## src/rtl/mig_sweep_sched.sv

```systemverilog
// Time-multiplexed MAJ3 evaluator: sweeps 128 minterms through a programmable MIG netlist
// and streams the truth table. Optional capture register enabled by defining TT_CAPTURE_EN.
module mig_sweep_sched #(
  parameter int MAX_GATES = 16
) (
  input  logic         clk,
  input  logic         rst_n,
  input  logic         cfg_we,
  input  logic [3:0]   cfg_addr,
  input  logic [17:0]  cfg_data,
  input  logic         start,
  input  logic [4:0]   num_gates,
  input  logic         out_inv,
  output logic         busy,
  output logic         done,
  output logic         err,
  output logic         tt_valid,
  input  logic         tt_ready,
  output logic [6:0]   tt_index,
  output logic         tt_bit,
  output logic [127:0] tt_word
);
  localparam int SELW = 5;
  localparam int GW   = $clog2(MAX_GATES);
  localparam logic [SELW-1:0] SEL_END = SELW'(8 + MAX_GATES);

  typedef enum logic [1:0] {S_IDLE, S_EVAL, S_EMIT, S_DONE} st_t;

  st_t                          r_state, w_nxt;
  logic [MAX_GATES-1:0][17:0]   r_tab;
  logic [MAX_GATES-1:0]         r_res;
  logic [4:0]                   r_n;
  logic                         r_oinv;
  logic [6:0]                   r_mt;
  logic [GW-1:0]                r_gate;
  logic                         r_err;

  logic        w_idle, w_legal, w_accept, w_hs, w_last_gate, w_maj, w_out;
  logic [4:0]  w_last;
  logic [17:0] w_ent;

  // Unwritten (forward/self) gate results read 0 because r_res is cleared per minterm.
  function automatic logic f_opnd(input logic [5:0] op, input logic [6:0] x,
                                  input logic [MAX_GATES-1:0] res);
    logic            v;
    logic [SELW-1:0] gi;
    v  = 1'b0;
    gi = op[SELW-1:0] - SELW'(8);
    if (op[SELW-1:0] >= SELW'(1) && op[SELW-1:0] <= SELW'(7))
      v = x[op[2:0] - 3'd1];
    else if (op[SELW-1:0] >= SELW'(8) && op[SELW-1:0] < SEL_END)
      v = res[gi[GW-1:0]];
    return v ^ op[5];
  endfunction

  assign w_idle      = (r_state == S_IDLE);
  assign w_legal     = (num_gates != 5'd0) && (num_gates <= 5'(MAX_GATES));
  assign w_accept    = w_idle && start && w_legal;
  assign w_hs        = (r_state == S_EMIT) && tt_ready;
  assign w_last      = r_n - 5'd1;
  assign w_last_gate = (r_gate == w_last[GW-1:0]);
  assign w_ent       = r_tab[r_gate];
  assign w_out       = r_res[w_last[GW-1:0]] ^ r_oinv;

  always_comb begin
    logic a, b, c;
    a     = f_opnd(w_ent[17:12], r_mt, r_res);
    b     = f_opnd(w_ent[11:6],  r_mt, r_res);
    c     = f_opnd(w_ent[5:0],   r_mt, r_res);
    w_maj = (a & b) | (a & c) | (b & c);
  end

  always_ff @(posedge clk or negedge rst_n) begin
    if (!rst_n) r_state <= S_IDLE;
    else        r_state <= w_nxt;
  end

  always_comb begin
    w_nxt = r_state;
    case (r_state)
      S_IDLE:  if (w_accept) w_nxt = S_EVAL;
      S_EVAL:  if (w_last_gate) w_nxt = S_EMIT;
      S_EMIT:  if (tt_ready) w_nxt = (r_mt == 7'd127) ? S_DONE : S_EVAL;
      default: w_nxt = S_IDLE;
    endcase
  end

  always_comb begin
    busy     = (r_state != S_IDLE);
    done     = (r_state == S_DONE);
    tt_valid = (r_state == S_EMIT);
    tt_index = tt_valid ? r_mt : 7'd0;
    tt_bit   = tt_valid & w_out;
    err      = r_err;
  end

  always_ff @(posedge clk or negedge rst_n) begin
    if (!rst_n) begin
      r_tab  <= '0;
      r_res  <= '0;
      r_n    <= '0;
      r_oinv <= 1'b0;
      r_mt   <= '0;
      r_gate <= '0;
      r_err  <= 1'b0;
    end else begin
      r_err <= w_idle && start && !w_legal;
      if (w_idle && cfg_we) r_tab[cfg_addr] <= cfg_data;
      if (w_accept) begin
        r_n    <= num_gates;
        r_oinv <= out_inv;
        r_mt   <= '0;
        r_gate <= '0;
        r_res  <= '0;
      end
      if (r_state == S_EVAL) begin
        r_res[r_gate] <= w_maj;
        if (!w_last_gate) r_gate <= r_gate + 1'b1;
      end
      if (w_hs && r_mt != 7'd127) begin
        r_mt   <= r_mt + 7'd1;
        r_gate <= '0;
        r_res  <= '0;
      end
    end
  end

`ifdef TT_CAPTURE_EN
  logic [127:0] r_word;
  always_ff @(posedge clk or negedge rst_n) begin
    if (!rst_n)        r_word <= '0;
    else if (w_accept) r_word <= '0;
    else if (w_hs)     r_word[r_mt] <= w_out;
  end
  assign tt_word = r_word;
`else
  assign tt_word = '0;
`endif

endmodule

```

## config.mk

```make
export PLATFORM = sky130hd
export DESIGN_NAME = mig_sweep_sched
export DESIGN_NICKNAME = d
export VERILOG_FILES = /design/src/rtl/mig_sweep_sched.sv
export SDC_FILE = /design/constraint.sdc
export NUM_CORES = 1
export LEC_CHECK = 0
export CORE_ASPECT_RATIO = 2
export CORE_MARGIN = 3
export CORE_UTILIZATION = 50
export DETAILED_ROUTE_END_ITERATION = 10
export PLACE_DENSITY = 0.71
export SYNTH_ARGS = -nofsm -noshare
export SYNTH_HDL_FRONTEND = slang
export SYNTH_SLANG_ARGS = --single-unit
```

## constraint.sdc

```tcl
create_clock -name clk -period 4.96 [get_ports clk]
set_input_delay 0.992 -clock clk [delete_from_list [all_inputs] [get_ports clk]]
set_output_delay 0.992 -clock clk [all_outputs]
set_load 0.02 [all_outputs]
```

# Word level (Yosys, flattened, before mapping)
# Cells that the tools add are included.
op_classes:
  n_addsub: 9
  multipliers: 0
  n_div: 0
  n_lt_le_gt_ge: 24
  n_eq_ne: 9
  n_shift: 0
  muxes: 43
  bitwise_logic: 10
  reduce_logical: 21
op_table:
  columns: ["cell", "count"]
  rows:
  - ["$bwmux 288", 1]
  - ["$bmux 18 s4", 1]
  - ["$demux 18 s4", 1]
  - ["$mux 16", 3]
  - ["$mux 18", 2]
  - ["$lt 4x5->1 const B", 6]
  - ["$mux 7", 3]
  - ["$bmux 1 s4", 4]
  - ["$bwmux 16", 1]
  - ["$mux 4", 4]
  - ["$ge 5x1->1 const B", 3]
  - ["$ge 5x4->1 const B", 3]
  - ["$le 5x3->1 const B", 3]
  - ["$logic_and 1x1->1", 15]
  - ["$lt 5x5->1 const B", 3]
  - ["$mux 1", 14]
  - ["$lt 3x4->1 const B", 3]
  - ["$sub 4x4->4 const B", 3]
  - ["$bmux 1 s3", 3]
  - ["$sub 3x1->3 const B", 3]
  - ["$ge 4x1->1 const B", 2]
  - ["$mux 2", 4]
  - ["$add 7x1->7 const B", 1]
  - ["$eq 7x7->1 const B", 1]
  - ["19 further kinds", 29]
word_totals:
  register_bits: 323
  latch_bits: 0
  ramBits: 0
  mem_bits_ro: 0
  in_bits: 33
  output_inout_bits: 140
  wordCells: 139
  memories: 0

# Depth between registers and ports, before layout
depth:
  ltp_word: 14
  ltp_mapped: 17

# Least setup slack after synthesis
# No wires, ideal clock.
synth_path:
  kind: "reg2reg"
  start: "register r_gate[1]"
  end: "register r_res[10]"
  arrival_ns: 3.522
  t_required_ns: 4.834
  slack_ns: 1.312
  path_stages_with_launch: 15
  path_buffers: 4
  period_less_slack_ns: 3.648
  cell_sequence: "dfrtp_1 buf_6 buf_12 mux4_2 mux4_2 buf_2 inv_1 ha_1 mux4_2 and3_1 o21ai_4 buf_2 a31oi_1 a41oi_2 nand3_1"
synth_between:
  elab_chain_cells: 14
  elab_cells_between_ends: 60
  cone_classes: "add/sub: 6; order compare: 14; mux: 25; bitwise: 8; reduce/logical: 7"
synth_rtl:
  columns: ["element", "line_no", "text"]
  rows:
  - ["start: declaration", "35", "logic [GW-1:0] r_gate;"]
  - ["start signal: assignment", "118", "if (!w_last_gate) r_gate <= r_gate + 1'b1;"]
  - ["$bmux 18 s4", "62", "assign w_ent = r_tab[r_gate];"]
  - ["$mux 18 (implied by the code)", "62", null]
  - ["$sub 4x4->4", "48", "gi = op[SELW-1:0] - SELW'(8);"]
  - ["$bmux 1 s4", "52", "v = res[gi[GW-1:0]];"]
  - ["$mux 1 (implied by the code)", "52", null]
  - ["$mux 1", "51", "else if (op[SELW-1:0] >= SELW'(8) && op[SELW-1:0] < SEL_END)"]
  - ["$mux 1", "49", "if (op[SELW-1:0] >= SELW'(1) && op[SELW-1:0] <= SELW'(7))"]
  - ["$xor 1x1->1", "53", "return v ^ op[5];"]
  - ["$and 1x1->1", "70", "w_maj = (a & b) | (a & c) | (b & c);"]
  - ["$or 1x1->1 (2 in a row)", "70", null]
  - ["$bwmux 16 (*)", "117", "r_res[r_gate] <= w_maj;"]
  - ["$mux 16 (*)", "116", "if (r_state == S_EVAL) begin"]
  - ["$mux 16 (*)", "120", "if (w_hs && r_mt != 7'd127) begin"]
  - ["end signal: indexed assignment", "117", null]
  - ["end: declaration", "31", "logic [MAX_GATES-1:0] r_res;"]
# Mark *: on every way between the ends. The rest lies on a longest branch, timed or not. The select of a mux whose other input is x is not followed.
# A chain may end at the register's enable or synchronous reset.

# Worst setup path in the final report
layout_path:
  start: "register r_n[0]"
  end: "output port tt_bit"
layout_between:
  elab_chain_cells: 5
layout_rtl:
  columns: ["element", "line_no", "text"]
  rows:
  - ["start: declaration", "32", "logic [4:0] r_n;"]
  - ["start signal: assignment", "110", "r_n <= num_gates;"]
  - ["$sub 4x1->4", "60", "assign w_last = r_n - 5'd1;"]
  - ["$bmux 1 s4", "63", "assign w_out = r_res[w_last[GW-1:0]] ^ r_oinv;"]
  - ["$mux 1 (implied by the code)", "63", null]
  - ["$xor 1x1->1", "63", null]
  - ["$and 1x1->1", "93", "tt_bit = tt_valid & w_out;"]
  - ["end: declaration", "20", "output logic tt_bit,"]
# No other way between the ends. The select of a mux whose other input is x is not followed.

==> impl_results.md <==
- Yosys warns: 0
- Via count of the first global-routing pass: 12100
- Worst supply voltage drop on vdd: 0.446 mV
- Clk pin slew, worst setup/hold paths: 0.07 ns
- Area delta synth->final: 7.80%
- Headroom to the max-slew limit: 0.161
- Level count of the clock H-tree: 1
- Initial antenna violation count: 0
- Final clock period utilization by the worst path: 0.893
- Starting Density: 0.509
- Unrepaired setup endpoints after global routing: false
- Final Skew: 0.0329 ns
- Final max-slew violation count: 0
- Cell taking the most area after synthesis: sky130_fd_sc_hd__dfrtp_1
- Number of clock sinks seen by CTS: 323
- RR Startpoint: r_gate[3]
- Clock insertion delay at the later pin of the skew report: 0.59 ns
- Placed insts: 1835
- Cts repair resizes: 0
- CTS Root Buffer Type: sky130_fd_sc_hd__clkbuf_16
- Post-synthesis sequential element count: 323
- Pre-Repair DR Iteration Count: 5
- Cell Chain, Critical Path: inv_1 -> ha_1 -> mux4_2 -> mux2i_1 -> o21ai_0 -> xnor2_1 -> nor2_1 -> clkdlybuf4s50_1
- Largest net degree at the start of global routing: 103
- Proportion of layout cells with a drive suffix above 1: 0.362
- Endpoints failing setup: 0
- Arrival time at the worst endpoint: 3.44 ns
- Buffers added on ports: 44
- Fin crit period: 4.43 ns
- Setup slack after placement: 0.675 ns
- Wire length of the first global-routing pass: 70300 um
- Clock tree from TritonCTS: yes
- Final weighted congestion in routability-driven placement: 0.895
- Diode insertion count for antenna repair: 0
- Slowest cell delay on critical path: 0.63 ns
- Violation count after the first detailed-routing iteration: 798
- Tightest Hold Check Type: in -> async
- Net count of the finished layout: 1471
- Total power: 12.0 mW
- FP Rows: 97
- Detailed-route wire length: 45400 um
- Cell Area, Synth: 17900 sq um
- Residual overflow from global routing: 0
- Static Leak: 8.64 nW
- Leading post-synthesis cells by instance count: sky130_fd_sc_hd__dfrtp_1 (323), sky130_fd_sc_hd__mux2_2 (307), sky130_fd_sc_hd__buf_4 (134)
- Final standard cell utilization of the core: 0.549
- Top-level I/O count: 173
- Core Box Area: 35200 sq um
- Register-to-register path setup slack: 0.61 ns
- Slowest library cell on the worst path: sky130_fd_sc_hd__clkdlybuf4s50_1
- Post-DP HPWL: 30700 um
- Portion of the post-synthesis area used by sequential elements: 0.451
- Number of synthesized flops with an enable pin: 0
- Crit start category: flop
- Worst r2r path cells: 13
- Total via count in the routed design: 11400
- Number of vias per cell: 6.06
- Setup fix buffers added after clock tree synthesis: 0
- Mapped Avg Cell Area: 12.8 sq um
- Sum Neg Setup Slack: 0 ns
- Overall die height: 274 um
- Req. time, crit path: 3.97 ns
- Fmax: 0.226 GHz
- Run status: completed
- GRT Overall Usage: 0.237
- Top fanout value on the critical path: 7
- Gate Count Post-Synth: 1395
- Max-capacitance violation count: 0
- Power Density: 620 nW/um^2
- Die Area: 38300 sq um
- Measured slew at the worst slew-check pin: 1.26 ns
- Total clock buffers created by CTS: 28
- Capturing element type of the critical path: primary output
- Worst setup path class: reg -> out
- Biggest area contributors in the synthesized netlist: sky130_fd_sc_hd__dfrtp_1 (45%), sky130_fd_sc_hd__mux2_2 (19%), sky130_fd_sc_hd__mux4_2 (9.9%)
- Area share of the largest cell type after synthesis: 0.451
- Count of placed standard cells in the final layout, fillers left out: 1883
- Most used flip-flop cell after synthesis: sky130_fd_sc_hd__dfrtp_1
- Number of distinct library cells after synthesis: 73
- Total DRC errors in the routed layout: 0
- Die width: 140 um
- Clock Tree Buf Depth: 3
- WL per Instance: 24.1 um
- Routed Antenna Nets: 0
- Final critical-path setup slack: 0.529 ns
- Hold-fix buffer count after cts: 0
- Count of endpoints failing hold in the final timing report: 0
- Share of async-settable or async-resettable flops after synthesis: 1.00
- Worst r2r dst: r_res[15]
- Most frequent cell after synthesis: sky130_fd_sc_hd__dfrtp_1
[area by class of cell]
cell class	instances	area (sq um)
fillers	2939	15900
multi-input cells	957	8870
flip-flops and latches	323	8090
clock buffers	40	816
repair buffers	90	803
well taps	445	557
clock inverters	8	111
inverters	20	75.1
[where the power goes]
part	switching [mW]	total, mW	leakage [nW]	internal (mW)
clock	0.999	2.25	0.453	1.25
combinational	2.70	5.21	4.02	2.51
sequential	0.724	4.52	4.16	3.79
[worst max path at each step]
| stage | startpoint | cells past startpoint | end |
|---|---|---|---|
| after floorplan | r_gate[1] | 14 | r_res[10] |
| after global placement | r_gate[1] | 13 | r_res[0] |
| after detailed placement | r_gate[1] | 13 | r_res[6] |
| after CTS | r_n[0] | 8 | tt_bit |
| after global routing | r_n[0] | 8 | tt_bit |
| final | r_n[0] | 8 | tt_bit |
[registers in the layout (all words and copies together), names as in the netlist]
signal and cells:
r_oinv 1, r_tab 288, r_state 2, r_mt 7, r_res 16, r_n 4
err 1, r_gate 4
[critical path, delay by kind of cell, from the launching register on]
kind | cells | cell delay, ns
multiplexers | 2 | 0.70
XOR/XNOR | 1 | 0.15
adder cells (fa/ha/maj) | 1 | 0.45
flip-flops | 1 | 0.57
AO/OA/AOI/OAI | 1 | 0.13
buffers and inverters | 2 | 0.74
AND/OR/NAND/NOR | 1 | 0.10
[routing by layer]
metal,GRT usage,vias to the layer above,wire (um)
met5,0,-,0
li1,-,4917,-
met1,0.265,5927,16400
met3,0.0266,135,2220
met2,0.437,426,24300
met4,0.124,0,2600
[kinds of logic (layout without fill, tap and decap cells)]
kind of cell    after synthesis  after routing  synth area share
mux                         422            422             0.315
flops                       323            323             0.451
simple gates                252            252            0.0733
buf+inv                     242            158            0.0833
compound gates              127            127            0.0600
fa+ha+maj                    18             18            0.0126
xor+xnor                     10             10           0.00489
other cells                   1            128          0.000209
[per-stage QoR]
| stage | cell area, sq um | hold WS (ns) |
|---|---|---|
| 2_1_floorplan | 18400 | 0.467 |
| 3_3_place_gp | 18400 | 0.479 |
| 3_5_place_dp | 18400 | 0.487 |
| 4_1_cts | 19300 | 0.502 |
| 5_1_grt | 19300 | 0.516 |
| 6_report | 19300 | 0.460 |
[placed cells by master, fill, tap and decap left out, types with 4 or more instances in the layout]
master                            netlist  final
sky130_fd_sc_hd__dfrtp_1              323    321
sky130_fd_sc_hd__mux2_2               307    307
sky130_fd_sc_hd__conb_1                 1    128
sky130_fd_sc_hd__mux4_2                79     79
sky130_fd_sc_hd__nand2_1               72     72
sky130_fd_sc_hd__buf_4                134     45
sky130_fd_sc_hd__nand3_1               43     43
sky130_fd_sc_hd__clkdlybuf4s50_1        0     43
sky130_fd_sc_hd__mux2i_1               32     32
sky130_fd_sc_hd__nor2_1                34     28
sky130_fd_sc_hd__clkbuf_16              0     28
sky130_fd_sc_hd__and3_1                21     21
sky130_fd_sc_hd__a31oi_1               21     21
sky130_fd_sc_hd__o21ai_0               19     19
sky130_fd_sc_hd__ha_1                  18     18
sky130_fd_sc_hd__and2_1                17     17
sky130_fd_sc_hd__nand4b_1              17     17
sky130_fd_sc_hd__inv_1                 16     16
sky130_fd_sc_hd__a41oi_2               14     14
sky130_fd_sc_hd__nand2b_1              10     10
sky130_fd_sc_hd__a21oi_1               10     10
sky130_fd_sc_hd__nor2b_1                7      7
sky130_fd_sc_hd__o22ai_1                7      7
sky130_fd_sc_hd__a22oi_1                7      7
sky130_fd_sc_hd__clkbuf_8               0      7
sky130_fd_sc_hd__nand4_1                6      6
sky130_fd_sc_hd__o211ai_1               6      6
sky130_fd_sc_hd__nor2_2                 0      6
sky130_fd_sc_hd__xnor2_1                5      5
sky130_fd_sc_hd__nor4_1                 5      5
sky130_fd_sc_hd__clkbuf_1              58      5
sky130_fd_sc_hd__inv_2                  4      4
sky130_fd_sc_hd__xor2_1                 5      4
sky130_fd_sc_hd__or2_2                  4      4
sky130_fd_sc_hd__o22a_1                 4      4
sky130_fd_sc_hd__o211a_1                4      4
No activity file was read; power rests on OpenSTA's default activity.
